## src/rtl/qspi_mem_ctrl.sv

```systemverilog
// qspi_mem_ctrl: turns single-beat CPU memory requests into quad-SPI transfers
// (command, 24-bit address, dummy, data nibbles) on a bus shared by program
// flash, RAM A and an optional RAM B.
// Optional feature macro: QSPI_RAM_B_EN adds the RAM B decode and chip select.
module qspi_mem_ctrl #(
    parameter int unsigned DATA_BUS_WIDTH = 8,
    parameter int unsigned ADDRESS_WIDTH  = 16,
    parameter int unsigned DUMMY_NIBBLES  = 4,
    parameter logic [7:0]  CMD_READ       = 8'h0B,
    parameter logic [7:0]  CMD_WRITE      = 8'h02
) (
    input  logic                      clk,
    input  logic                      rst_n,
    input  logic                      req_valid,
    output logic                      req_ready,
    input  logic                      req_write,
    input  logic [ADDRESS_WIDTH-1:0]  req_addr,
    input  logic [DATA_BUS_WIDTH-1:0] req_wdata,
    output logic                      rsp_valid,
    output logic [DATA_BUS_WIDTH-1:0] rsp_rdata,
    output logic                      rsp_err,
    input  logic [3:0]                qspi_data_in,
    output logic [3:0]                qspi_data_out,
    output logic [3:0]                qspi_data_oe,
    output logic                      qspi_clk,
    output logic                      qspi_flash_select,
    output logic                      qspi_ram_a_select,
    output logic                      qspi_ram_b_select
);

    localparam int unsigned DW        = DATA_BUS_WIDTH;
    localparam int unsigned AW        = ADDRESS_WIDTH;
    localparam int unsigned NIB       = DW / 4;
    localparam int unsigned MAX_A     = (NIB > 6) ? NIB : 6;
    localparam int unsigned MAX_FIELD = (DUMMY_NIBBLES > MAX_A) ? DUMMY_NIBBLES : MAX_A;
    localparam int unsigned CNT_W     = $clog2(MAX_FIELD);
    localparam int unsigned TX_W      = 32 + DW;

    localparam logic [1:0] DEV_FLASH = 2'd0;
    localparam logic [1:0] DEV_RAM_A = 2'd1;
`ifdef QSPI_RAM_B_EN
    localparam logic [1:0] DEV_RAM_B = 2'd2;
`endif

    typedef enum logic [2:0] {
        S_IDLE, S_CMD, S_ADDR, S_DUMMY, S_RD, S_WR, S_DONE
    } state_e;

    state_e             state_q, state_d, field_next;
    logic               phase_q, phase_d;
    logic [CNT_W-1:0]   cnt_q, cnt_d, field_last;
    logic [TX_W-1:0]    tx_q, tx_d;
    logic [DW-1:0]      rx_q, rx_d, rx_shift;
    logic [DW-1:0]      rdata_q, rdata_d;
    logic               write_q, write_d;
    logic [1:0]         dev_q, dev_d, dec_dev;
    logic [23:0]        dec_addr;
    logic               rej_q, rej_d;
    logic               req_ready_q, req_ready_d;
    logic               rsp_valid_q, rsp_valid_d;
    logic               rsp_err_q, rsp_err_d;
    logic               sel_f_q, sel_f_d;
    logic               sel_a_q, sel_a_d;
    logic               qclk_q, qclk_d;
    logic [3:0]         dout_q, dout_d;
    logic [3:0]         oe_q, oe_d;
    logic               active, drive;
`ifdef QSPI_RAM_B_EN
    logic               sel_b_q, sel_b_d;
`endif

    // Device select and 24-bit device address from the CPU address
    always_comb begin
`ifdef QSPI_RAM_B_EN
        dec_dev  = !req_addr[AW-1] ? DEV_FLASH : (req_addr[AW-2] ? DEV_RAM_B : DEV_RAM_A);
        dec_addr = 24'(req_addr[AW-3:0]);
`else
        dec_dev  = req_addr[AW-1] ? DEV_RAM_A : DEV_FLASH;
        dec_addr = 24'(req_addr[AW-2:0]);
`endif
    end

    // State register and all registered outputs
    always_ff @(posedge clk or negedge rst_n) begin
        if (!rst_n) begin
            state_q     <= S_IDLE;
            phase_q     <= 1'b0;
            cnt_q       <= '0;
            tx_q        <= '0;
            rx_q        <= '0;
            rdata_q     <= '0;
            write_q     <= 1'b0;
            dev_q       <= DEV_FLASH;
            rej_q       <= 1'b0;
            req_ready_q <= 1'b1;
            rsp_valid_q <= 1'b0;
            rsp_err_q   <= 1'b0;
            sel_f_q     <= 1'b1;
            sel_a_q     <= 1'b1;
`ifdef QSPI_RAM_B_EN
            sel_b_q     <= 1'b1;
`endif
            qclk_q      <= 1'b0;
            dout_q      <= 4'h0;
            oe_q        <= 4'h0;
        end else begin
            state_q     <= state_d;
            phase_q     <= phase_d;
            cnt_q       <= cnt_d;
            tx_q        <= tx_d;
            rx_q        <= rx_d;
            rdata_q     <= rdata_d;
            write_q     <= write_d;
            dev_q       <= dev_d;
            rej_q       <= rej_d;
            req_ready_q <= req_ready_d;
            rsp_valid_q <= rsp_valid_d;
            rsp_err_q   <= rsp_err_d;
            sel_f_q     <= sel_f_d;
            sel_a_q     <= sel_a_d;
`ifdef QSPI_RAM_B_EN
            sel_b_q     <= sel_b_d;
`endif
            qclk_q      <= qclk_d;
            dout_q      <= dout_d;
            oe_q        <= oe_d;
        end
    end

    // Next state: request capture, nibble slot sequencing and read shifting
    always_comb begin
        state_d  = state_q;
        phase_d  = phase_q;
        cnt_d    = cnt_q;
        tx_d     = tx_q;
        rx_d     = rx_q;
        rdata_d  = rdata_q;
        write_d  = write_q;
        dev_d    = dev_q;
        rej_d    = rej_q;
        rx_shift = DW'({rx_q, qspi_data_in});

        field_last = '0;
        field_next = S_DONE;
        case (state_q)
            S_CMD:   begin field_last = CNT_W'(1); field_next = S_ADDR; end
            S_ADDR:  begin
                field_last = CNT_W'(5);
                field_next = write_q ? S_WR : ((DUMMY_NIBBLES != 0) ? S_DUMMY : S_RD);
            end
            S_DUMMY: begin field_last = CNT_W'(DUMMY_NIBBLES - 1); field_next = S_RD; end
            S_RD:    begin field_last = CNT_W'(NIB - 1); field_next = S_DONE; end
            S_WR:    begin field_last = CNT_W'(NIB - 1); field_next = S_DONE; end
            default: ;
        endcase

        case (state_q)
            S_IDLE: begin
                if (req_valid) begin
                    write_d = req_write;
                    dev_d   = dec_dev;
                    tx_d    = {(req_write ? CMD_WRITE : CMD_READ), dec_addr, req_wdata};
                    rx_d    = '0;
                    cnt_d   = '0;
                    phase_d = 1'b0;
                    rej_d   = req_write && (dec_dev == DEV_FLASH);
                    state_d = (req_write && (dec_dev == DEV_FLASH)) ? S_DONE : S_CMD;
                end
            end
            S_CMD, S_ADDR, S_DUMMY, S_RD, S_WR: begin
                phase_d = ~phase_q;
                if (phase_q) begin
                    if (state_q == S_RD) begin
                        rx_d = rx_shift;
                    end else if (state_q != S_DUMMY) begin
                        tx_d = {tx_q[TX_W-5:0], 4'h0};
                    end
                    if (cnt_q == field_last) begin
                        cnt_d   = '0;
                        state_d = field_next;
                        if (state_q == S_RD) begin
                            rdata_d = rx_shift;
                        end
                    end else begin
                        cnt_d = cnt_q + CNT_W'(1);
                    end
                end
            end
            S_DONE: begin
                state_d = S_IDLE;
                rej_d   = 1'b0;
            end
            default: state_d = S_IDLE;
        endcase
    end

    // Output decode from the next state so the pads change with the state
    always_comb begin
        active      = state_d inside {S_CMD, S_ADDR, S_DUMMY, S_RD, S_WR};
        drive       = state_d inside {S_CMD, S_ADDR, S_WR};
        req_ready_d = (state_d == S_IDLE);
        rsp_valid_d = (state_d == S_DONE);
        rsp_err_d   = (state_d == S_DONE) && rej_d;
        sel_f_d     = !(active && (dev_d == DEV_FLASH));
        sel_a_d     = !(active && (dev_d == DEV_RAM_A));
`ifdef QSPI_RAM_B_EN
        sel_b_d     = !(active && (dev_d == DEV_RAM_B));
`endif
        qclk_d      = active && phase_d;
        oe_d        = drive ? 4'hF : 4'h0;
        dout_d      = drive ? tx_d[TX_W-1 -: 4] : 4'h0;
    end

    assign req_ready         = req_ready_q;
    assign rsp_valid         = rsp_valid_q;
    assign rsp_err           = rsp_err_q;
    assign rsp_rdata         = rdata_q;
    assign qspi_clk          = qclk_q;
    assign qspi_data_out     = dout_q;
    assign qspi_data_oe      = oe_q;
    assign qspi_flash_select = sel_f_q;
    assign qspi_ram_a_select = sel_a_q;
`ifdef QSPI_RAM_B_EN
    assign qspi_ram_b_select = sel_b_q;
`else
    assign qspi_ram_b_select = 1'b1;
`endif

endmodule
```

## config.mk

```make
export PLATFORM = sky130hd
export DESIGN_NAME = qspi_mem_ctrl
export DESIGN_NICKNAME = d
export VERILOG_FILES = /design/src/rtl/qspi_mem_ctrl.sv
export SDC_FILE = /design/constraint.sdc
export NUM_CORES = 1
export LEC_CHECK = 0
export ABC_AREA = 1
export BUFFER_PORTS_ARGS = -buffer_cell sky130_fd_sc_hd__buf_2
export CORE_AREA = 2 2 87 89
export CTS_CLUSTER_SIZE = 20
export DETAILED_ROUTE_END_ITERATION = 10
export DIE_AREA = 0 0 89 91
export PLACE_DENSITY_LB_ADDON = 0.08
export SLEW_MARGIN = 10
export SYNTH_ARGS = -nofsm -noshare
export SYNTH_HDL_FRONTEND = slang
export SYNTH_SLANG_ARGS = --single-unit
```

## constraint.sdc

```tcl
create_clock -name clk -period 3.6 [get_ports clk]
set_input_delay 0.36 -clock clk [delete_from_list [all_inputs] [get_ports clk]]
set_output_delay 0.36 -clock clk [all_outputs]
set_load 0.05 [all_outputs]
```

# --- After elaboration in Yosys (flattened, before gate mapping) ---
# Index checks and enable logic that the tools add are counted.
totals:
  regBits: 77
  latchBits: 0
  mem_bits_rw: 0
  mem_bits_ro: 0
  inputBits: 32
  n_memories: 0
classes:
  add_sub_neg: 1
  mul: 0
  div: 0
  magnitude_cmp: 0
  eq_ne: 20
  shift: 0
  mux: 31
  bitwise_logic: 1
  reduce_logical: 21
op_table:
  columns: ["op", "n"]
  rows:
  - ["40-bit 2-to-1 mux", 4]
  - ["40-bit one-hot mux with 2 select lines", 1]
  - ["3-bit 2-to-1 mux", 8]
  - ["4-bit 2-to-1 mux", 6]
  - ["3-bit == test, second input constant", 6]
  - ["3-bit one-hot mux with 3 select lines", 2]
  - ["3-bit by 2-bit == test with 1-bit output, second input constant", 4]
  - ["3-bit one-hot mux with 2 select lines", 2]
  - ["2-bit != test, second input constant", 5]
  - ["4-bit one-hot mux with 2 select lines", 1]
  - ["4-bit AND reduction", 2]
  - ["3-bit by 1-bit == test with 1-bit output, second input constant", 2]
  - ["3-bit zero test", 2]
  - ["1-bit logical AND", 5]
  - ["5-bit AND reduction", 1]
  - ["5-bit nonzero test", 1]
  - ["5-bit OR reduction", 1]
  - ["2-bit zero test", 2]
  - ["2-bit 2-to-1 mux", 2]
  - ["1-bit one-hot mux with 2 select lines", 2]
  - ["3-bit by 1-bit adder with 3-bit output, second input constant", 1]
  - ["3-bit == test", 1]
  - ["1-bit 2-to-1 mux", 3]
  - ["3-bit by 2-bit != test with 1-bit output, second input constant", 1]
  - ["8 further kinds", 9]

# --- Logic depth before layout (Yosys ltp) ---
# Gate-level depths: netlist of the first run.
depth:
  ltp_word: 11
  depth_mapped: 14

# --- Worst setup path after synthesis of the first run ---
# No wires, ideal clock.
synth_path:
  path_type: "register to register"
  startpoint: "register state_q[1]"
  endpoint: "register rdata_q[2] (netlist: rsp_rdata[2])"
  arrival_time_ns: 1.519
  setup_slack_ns: 1.956
  stages_incl_launch_ff: 9
  cell_sequence: "dfrtp_1 > nor2_1 > nand2_2 > nand3b_1 > nand2_1 > nor3_2 > nand3_2 > buf_6 > mux2_4"
synth_between:
  elab_chain_cells: 5
  word_cells_on_any_way: 10
synth_lines:
  columns: ["element", "line", "rtl"]
  rows:
  - ["start, declared", "49", "state_e state_q, state_d, field_next;"]
  - ["start signal, assigned", "107", "state_q <= state_d;"]
  - ["3-bit == test, or another cell as far along", "145, 157, 181", null]
  - ["3-bit OR reduction (no line)", null, null]
  - ["3-bit one-hot mux with 3 select lines", "145", "case (state_q)"]
  - ["3-bit == test", "178", "if (cnt_q == field_last) begin"]
  - ["4-bit AND reduction (no line) *", null, null]
  - ["end signal, assigned", "112", "rdata_q <= rdata_d;"]
  - ["end, declared", "54", "logic [DW-1:0] rdata_q, rdata_d;"]
# Mark *: on every way between the ends. The rest lies on a longest branch, timed or not.
# A chain may end at the register's enable or synchronous reset.

# --- Final worst setup path of the first run ---
layout_path:
  startpoint: "register state_q[1]"
  endpoint: "register dout_q[1] (netlist: qspi_data_out[1])"
layout_between:
  elab_chain_cells: 10
  word_cells_on_any_way: 25
layout_lines:
  columns: ["element", "line", "rtl"]
  rows:
  - ["3-bit == test, or another cell as far along", "145, 157, 173", null]
  - ["3-bit OR reduction (no line)", null, null]
  - ["3-bit one-hot mux with 3 select lines", "145", null]
  - ["3-bit == test", "178", null]
  - ["3-bit 2-to-1 mux", "178", null]
  - ["3-bit 2-to-1 mux", "172", "if (phase_q) begin"]
  - ["3-bit one-hot mux with 2 select lines", "157", "case (state_q)"]
  - ["3-bit by 1-bit == test with 1-bit output, or another cell as far along", "200", "drive = state_d inside {S_CMD, S_ADDR, S_WR};"]
  - ["3-bit nonzero test", "200", null]
  - ["4-bit 2-to-1 mux *", "211", "dout_d = drive ? tx_d[TX_W-1 -: 4] : 4'h0;"]
  - ["named net dout_d[1]", "65", "logic [3:0] dout_q, dout_d;"]
  - ["end signal, assigned", "125", "dout_q <= dout_d;"]
  - ["end, declared", "65", null]
# Mark *: on every way through the listed nets, which the timed path passes. The rest lies on a longest branch. The select of a mux whose other input is x is not followed.

==> summary.md, run 1 <==
| Metric | Value |
|---|---|
| Number of levels in the clock H-tree | 3 |
| Combinational group share of total power | 0.461 |
| Min-Delay Path Class | in -> async |
| Worst-Margin Slew | 905 ps |
| Clock tree root buffer cell | sky130_fd_sc_hd__clkbuf_8 |
| Synth Register Bits | 74 |
| CP Data Arrival Time | 2640 ps |
| Number of distinct library cell variants in the gate-level netlist after synthesis | 31 |
| Worst setup skew after layout | 7.70 ps |
| RSZ-0062 raised after global routing | false |
| TritonCTS clock tree | built |
| Net count of the mapped netlist | 345 |
| Flip-flop cell with the highest count after synthesis | sky130_fd_sc_hd__dfrtp_1 |
| Number of clock sinks | 74 |
| Pre-antenna DRT Iters | 4 |
| Pins over their slew limit | 0 |
| Final Critical Period | 2370 ps |
| FF-to-FF path depth | 7 |
| Count of input and output buffers | 53 |
| Worst Path Max Fanout | 23 |
| Number of remaining DRC errors | 0 |
| Peak supply drop | 0.422 mV |
| Remaining global-route overflow | 0 |
| Yosys synthesis warning count | 0 |
| Run status | finished, final reports clean |
| Final WL | 6110 um |
| Antenna-violating nets left | 0 |
| Final-layout setup total negative slack | 0 ps |
| Critical register-to-register path endpoint | qspi_data_out[1] |
| DR WL/cell | 13.2 um |
| Max Clock Freq | 422 MHz |
| Starting utilization of the core area | 0.435 |
| Combined area of the multi-input logic cells | 1020 um2 |
| Internal power component | 2.08 mW |
| Largest net degree at the start of global routing | 75 |
| Post-synth ARST share | 1.00 |
| Total half-perimeter wirelength after legalization and detailed placement | 3990 um |
| Worst R2R Start | state_q[1] |
| Largest cells by area after synthesis | sky130_fd_sc_hd__dfrtp_1 57%, sky130_fd_sc_hd__nand2_1 8.1%, sky130_fd_sc_hd__a22oi_1 5.6% |
| Critical path required time | 3870 ps |
| Final setup viols | 0 |
| Leak pwr | 1.90 nW |
| Number of nets in the finished design | 394 |
| Crit path capture type | flip-flop |
| Fraction of the yosys area taken by sequential cells | 0.597 |
| Proportion of power drawn by flip-flops and latches | 0.366 |
| Number of violations reported at the end of detailed-routing iteration 0 | 126 |
| Routed vias | 2281 |
| Synthesized netlist cell count | 312 |
| Most frequent cells in the layout | 71 x sky130_fd_sc_hd__dfrtp_1, 67 x sky130_fd_sc_hd__nand2_1, 52 x sky130_fd_sc_hd__buf_2, 32 x sky130_fd_sc_hd__inv_1, 23 x sky130_fd_sc_hd__a22oi_1 |
| Weighted congestion reported at the end of routability-driven placement | 0.773 |
| Number of hold violations in the final report | 0 |
| Startpoint kind of the worst setup timing path | flip-flop |
| Layout overhead on the synthesized area | 16.2% |
| Post-cts gate resize count | 0 |
| Filler Cells Inserted | 707 |
| Syn avg cell area | 9.96 um2 |
| Clock network power share | 0.173 |
| I/O pin count | 55 |
| Proportion of layout cells with a drive suffix above 1 | 0.255 |
| Flip-flop and latch area | 1860 um2 |
| Post-route cell area | 3610 um2 |
| # diodes | 0 |
| Horizontal die dimension | 89 um |
| Cts hold-fix bufs | 0 |
| Relative max-transition margin | 0.397 |
| Type of the setup path with the least slack | reg -> reg |
| Number of buffers created by CTS | 9 |
| Area after detailed placement | 3410 um2 |
| Biggest area consumer among synthesized cells | sky130_fd_sc_hd__dfrtp_1 |
| Maximum number of buffers from clock root to sink | 2 |
| FF-to-FF setup slack | 1230 ps |
| Net Sw Frac | 0.454 |
| Post-CTS Setup Repair Bufs | 0 |
| Number of flops mapped to enable cells by yosys | 0 |
| Floorplan core area | 7140 um2 |
| Die Height | 91 um |
| Total track usage | 0.163 |
| Clock transition at the registers of the reported paths | 70 ps |
| First-pass GRT wire length | 10100 um |
| Standard-cell rows | 31 |
| Die area | 8100 um2 |
| Via count of the first global-routing pass | 2148 |
| Routed vias/inst | 4.92 |
| Syn Std Cell Area | 3110 um2 |
| Total design power | 3.81 mW |
| NetSw | 1.73 mW |
| Insertion delay of the later-clocked pin in the worst-skew pair | 340 ps |
| Power density over the cells | 1050 nW/um2 |
| Period utilization | 0.659 |
| Max Cap Violations | 0 |
| Most common library cell in the layout ignoring fill and taps | sky130_fd_sc_hd__dfrtp_1 |
| Antenna violations before repair | 0 |
| Area share of the leading cell type in the synthesized netlist | 0.572 |
==> through the flow <==
stage | setup WS [ps] | hold slack, ps | util | instances
floorplan | 1960 | 64.4 | - | 312
global placement | 1290 | 463 | 0.478 | 449
detailed placement | 1230 | 466 | 0.478 | 449
CTS | 1210 | 179 | 0.506 | 464
global route | 913 | 215 | 0.506 | 464
finish | 1230 | 142 | 0.506 | 464
==> sequential cells by signal (all words and copies together) (netlist names), 2 cells and up <==
signal / flops
rx_q: 4
dev_q: 2
cnt_q: 3
state_q: 3
rsp_rdata: 8
tx_q: 40
qspi_data_out: 4
==> area by class of cell <==
| type | instances | area share |
|---|---|---|
| multi-input cells | 186 | 0.282 |
| repair buffers | 54 | 0.0762 |
| clock buffers | 13 | 0.0468 |
| well taps | 99 | 0.0343 |
| flip-flops and latches | 74 | 0.514 |
| inverters | 36 | 0.0374 |
| clock inverters | 2 | 0.00970 |
==> per-layer routing <==
metal	vias up	global-route usage	wire length, um
li1	1130	-	-
met1	1088	0.225	2960
met2	58	0.235	2770
met3	5	0.0673	322
met4	0	0.0522	65
met5	-	0	0
==> how the worst max path moves through the flow <==
stage	to	startpoint	slack (ps)	cells past startpoint
after floorplan	rsp_rdata[2]	state_q[1]	1960	8
after global routing	qspi_data_out[0]	state_q[1]	910	7
after detailed placement	qspi_data_out[1]	state_q[1]	1230	7
final	qspi_data_out[1]	state_q[1]	1230	7
after global placement	qspi_data_out[0]	state_q[1]	1290	7
after CTS	qspi_data_out[1]	state_q[1]	1210	7
==> cells by family (layout without fill, tap and decap cells) <==
logic type                 count (synthesis)  count (layout)  share of synthesized area
and+or+nand+nor                          120             120                      0.172
buffers and inverters                     52             105                     0.0753
adders and majority gates                  1               1                    0.00403
muxes                                      4               4                     0.0169
AOI/OAI and AO/OA                         60              60                      0.134
other                                      1               1                    0.00121
DFF                                       74              74                      0.597
==> critical path, stage by stage, from the launching register on <==
cell,delay (ps)
sky130_fd_sc_hd__dfrtp_1,440
sky130_fd_sc_hd__nand2_1,190
sky130_fd_sc_hd__nand2_2,90
sky130_fd_sc_hd__inv_1,460
sky130_fd_sc_hd__nand2_2,170
sky130_fd_sc_hd__inv_1,570
sky130_fd_sc_hd__a22oi_1,230
sky130_fd_sc_hd__nor2_1,150
==> synthesized netlist by cell type, types with 5 or more instances <==
cell type	number
sky130_fd_sc_hd__a21oi_1	5
sky130_fd_sc_hd__a32o_1	7
sky130_fd_sc_hd__nand2_2	8
sky130_fd_sc_hd__inv_1	32
sky130_fd_sc_hd__dfrtp_1	71
sky130_fd_sc_hd__nor2_1	16
sky130_fd_sc_hd__buf_4	7
sky130_fd_sc_hd__nand3_1	17
sky130_fd_sc_hd__a22oi_1	23
sky130_fd_sc_hd__nand2_1	67
sky130_fd_sc_hd__o21ai_0	17
==> power by group through the flow <==
stage	sequential, mW	clock (mW)	combinational, mW
detailed placement	1.41	0	1.77
CTS	1.40	0.677	1.78
global route	1.44	0.723	1.97
global placement	1.40	0	1.76
floorplan	1.70	0	1.13
finish	1.39	0.656	1.76
Note: power is estimated with default switching activity, not from simulation.
==> inputs of run 2 (changes only) <==
Clock period 3.6 ns to 2.1 ns, I/O delays scaled along.
==> summary.md, run 2 (synthesized netlist as in run 1, its figures left out) <==
| Metric | Value |
|---|---|
| Run status | finished, final reports clean |
| Final WL | 6220 um (+1.8%) |
| Filler Cells Inserted | 723 (+2.3%) |
| First-pass GRT wire length | 10400 um (+2.8%) |
| Most common library cell in the layout ignoring fill and taps | sky130_fd_sc_hd__dfrtp_1 |
| RSZ-0062 raised after global routing | false |
| Proportion of layout cells with a drive suffix above 1 | 0.270 (+0.0153) |
| Standard-cell rows | 31 (unchanged) |
| Total half-perimeter wirelength after legalization and detailed placement | 4210 um (+5.7%) |
| Net Sw Frac | 0.457 (+0.00304) |
| Max Cap Violations | 0 (unchanged) |
| Horizontal die dimension | 89 um (unchanged) |
| Total track usage | 0.166 (+0.00294) |
| Die Height | 91 um (unchanged) |
| Final-layout setup total negative slack | 0 ps (unchanged) |
| Internal power component | 3.60 mW (+73%) |
| Weighted congestion reported at the end of routability-driven placement | 0.809 (+4.6%) |
| Worst setup skew after layout | 7.53 ps (-0.172 ps) |
| Setup slack after layout | 236 ps (-992 ps) |
| Most frequent cells in the layout | 71 x sky130_fd_sc_hd__dfrtp_1, 67 x sky130_fd_sc_hd__nand2_1, 52 x sky130_fd_sc_hd__buf_2, 32 x sky130_fd_sc_hd__inv_1, 23 x sky130_fd_sc_hd__a22oi_1 |
| Type of the setup path with the least slack | reg -> reg |
| Register containing the most flip-flops in the final layout | tx_q |
| Worst Path Max Fanout | 5 (-78%) |
| Combinational group share of total power | 0.476 (+0.015) |
| Clock tree root buffer cell | sky130_fd_sc_hd__clkbuf_8 |
| Critical path required time | 2320 ps (-1550 ps) |
| NetSw | 3.03 mW (+76%) |
| Count of input and output buffers | 53 (unchanged) |
| Post-CTS Setup Repair Bufs | 0 (unchanged) |
| Power density over the cells | 1800 nW/um2 (+71%) |
| Crit path capture type | flip-flop |
| Remaining global-route overflow | 0 (unchanged) |
| Pre-antenna DRT Iters | 4 (unchanged) |
| Via count of the first global-routing pass | 2150 (+0.093%) |
| Clock transition at the registers of the reported paths | 80 ps (about the same) |
| Period utilization | 0.887 (+0.229) |
| Post-cts gate resize count | 0 (unchanged) |
| Antenna violations before repair | 0 (unchanged) |
| Number of clock sinks | 74 (unchanged) |
| Number of levels in the clock H-tree | 3 (unchanged) |
| Pins over their slew limit | 0 (unchanged) |
| Number of buffers created by CTS | 9 (unchanged) |
| I/O pin count | 55 (unchanged) |
| Final Critical Period | 1860 ps (-508 ps) |
| Maximum number of buffers from clock root to sink | 2 (unchanged) |
| Number of remaining DRC errors | 0 (unchanged) |
| Placement-stage worst setup slack | 267 ps (-962 ps) |
| Layout overhead on the synthesized area | 18.4% |
| TritonCTS clock tree | built |
| Starting utilization of the core area | 0.435 (unchanged) |
| Crit path from | state_q[2] |
| Insertion delay of the later-clocked pin in the worst-skew pair | 340 ps (about the same) |
| Worst R2R Start | state_q[2] |
| DR WL/cell | 13.2 um (-0.15%) |
| Min-Delay Path Class | in -> reg |
| # diodes | 0 (unchanged) |
| Largest net degree at the start of global routing | 40 (-47%) |
| Flip-flop count of the largest register, all copies and words added | 40 (unchanged) |
| Routed vias/inst | 4.98 (+1.3%) |
| Number of nets in the finished design | 402 (+2.0%) |
| Number of hold violations in the final report | 0 (unchanged) |
| Routed vias | 2356 (+3.3%) |
| Leak pwr | 1.94 nW (+2.1%) |
| Floorplan core area | 7140 um2 (unchanged) |
| Source of the worst hold timing path | req_wdata[0] |
| Clock network power share | 0.164 (-0.009) |
| Final setup viols | 0 (unchanged) |
| Startpoint kind of the worst setup timing path | flip-flop |
| Die area | 8100 um2 (unchanged) |
| Antenna-violating nets left | 0 (unchanged) |
| CP Data Arrival Time | 2080 ps (-560 ps) |
| Peak supply drop | 1.11 mV (+160%) |
| Max Clock Freq | 537 MHz (+27%) |
| Number of violations reported at the end of detailed-routing iteration 0 | 113 (-10%) |
| Proportion of power drawn by flip-flops and latches | 0.361 (-0.005) |
==> run 2: cell type report <==
type                       instances  area [um2]  share of cell area
sequential                        74        1860               0.504
timing repair buffer              62         350              0.0952
tap                               99         124              0.0337
clock buffer                      11         141              0.0384
inverter                          36         135              0.0367
clock inverter                     5        53.8              0.0146
multi-input combinational        186        1020               0.277
==> run 2: through the flow <==
stage	power, mW	area, um2	utilization	cells	hold slack, ps
final	6.63	3680	0.515	473	92.2
after global routing	7.20	3680	0.515	473	85.3
after CTS	6.71	3680	0.515	473	75.9
after detailed placement	5.59	3470	0.487	456	217
after global placement	5.54	3470	0.487	456	215
after floorplan	4.86	3110	-	312	-85.6
==> run 2: critical path, stage by stage, from the launching register on <==
cell	delay [ps]
sky130_fd_sc_hd__dfrtp_1	430
sky130_fd_sc_hd__inv_2	110
sky130_fd_sc_hd__nand3_1	130
sky130_fd_sc_hd__nand2_1	90
sky130_fd_sc_hd__nand2_1	80
sky130_fd_sc_hd__nor2_1	200
sky130_fd_sc_hd__nand4_1	150
sky130_fd_sc_hd__nand3_1	130
sky130_fd_sc_hd__nand2_2	90
sky130_fd_sc_hd__inv_2	80
sky130_fd_sc_hd__nand2_2	50
sky130_fd_sc_hd__nand2_2	140
sky130_fd_sc_hd__nor2_1	60
==> run 2: layer usage <==
metal  global-route usage  part of all wire
met1                0.246              0.47
met3               0.0391             0.058
met5                    0                 0
met2                0.232              0.45
met4               0.0709             0.019
==> run 2: path summary, 6_finish.rpt <==
check	to	slack, ps	depth (start not counted)
setup / recovery	qspi_data_out[3]	240	12
hold / removal	tx_q[0]	90	2
setup reg to reg	qspi_data_out[3]	240	12
hold reg to reg	tx_q[14]	480	2
max in group asynchronous	tx_q[2]	1160	3
min in group asynchronous	rsp_rdata[4]	380	2
==> run 2: power by group through the flow <==
| stage | logic (mW) | registers [mW] | clock network, mW |
|---|---|---|---|
| after floorplan | 1.94 | 2.91 | 0 |
| after global placement | 3.14 | 2.40 | 0 |
| after detailed placement | 3.17 | 2.41 | 0 |
| after CTS | 3.19 | 2.39 | 1.13 |
| after global routing | 3.55 | 2.46 | 1.19 |
| final | 3.16 | 2.39 | 1.09 |
==> run 2: timing repair <==
action,in CTS,in global routing
hold buffers,1,0
endpoints found under the hold margin,35,0
setup endpoints to repair,0,0
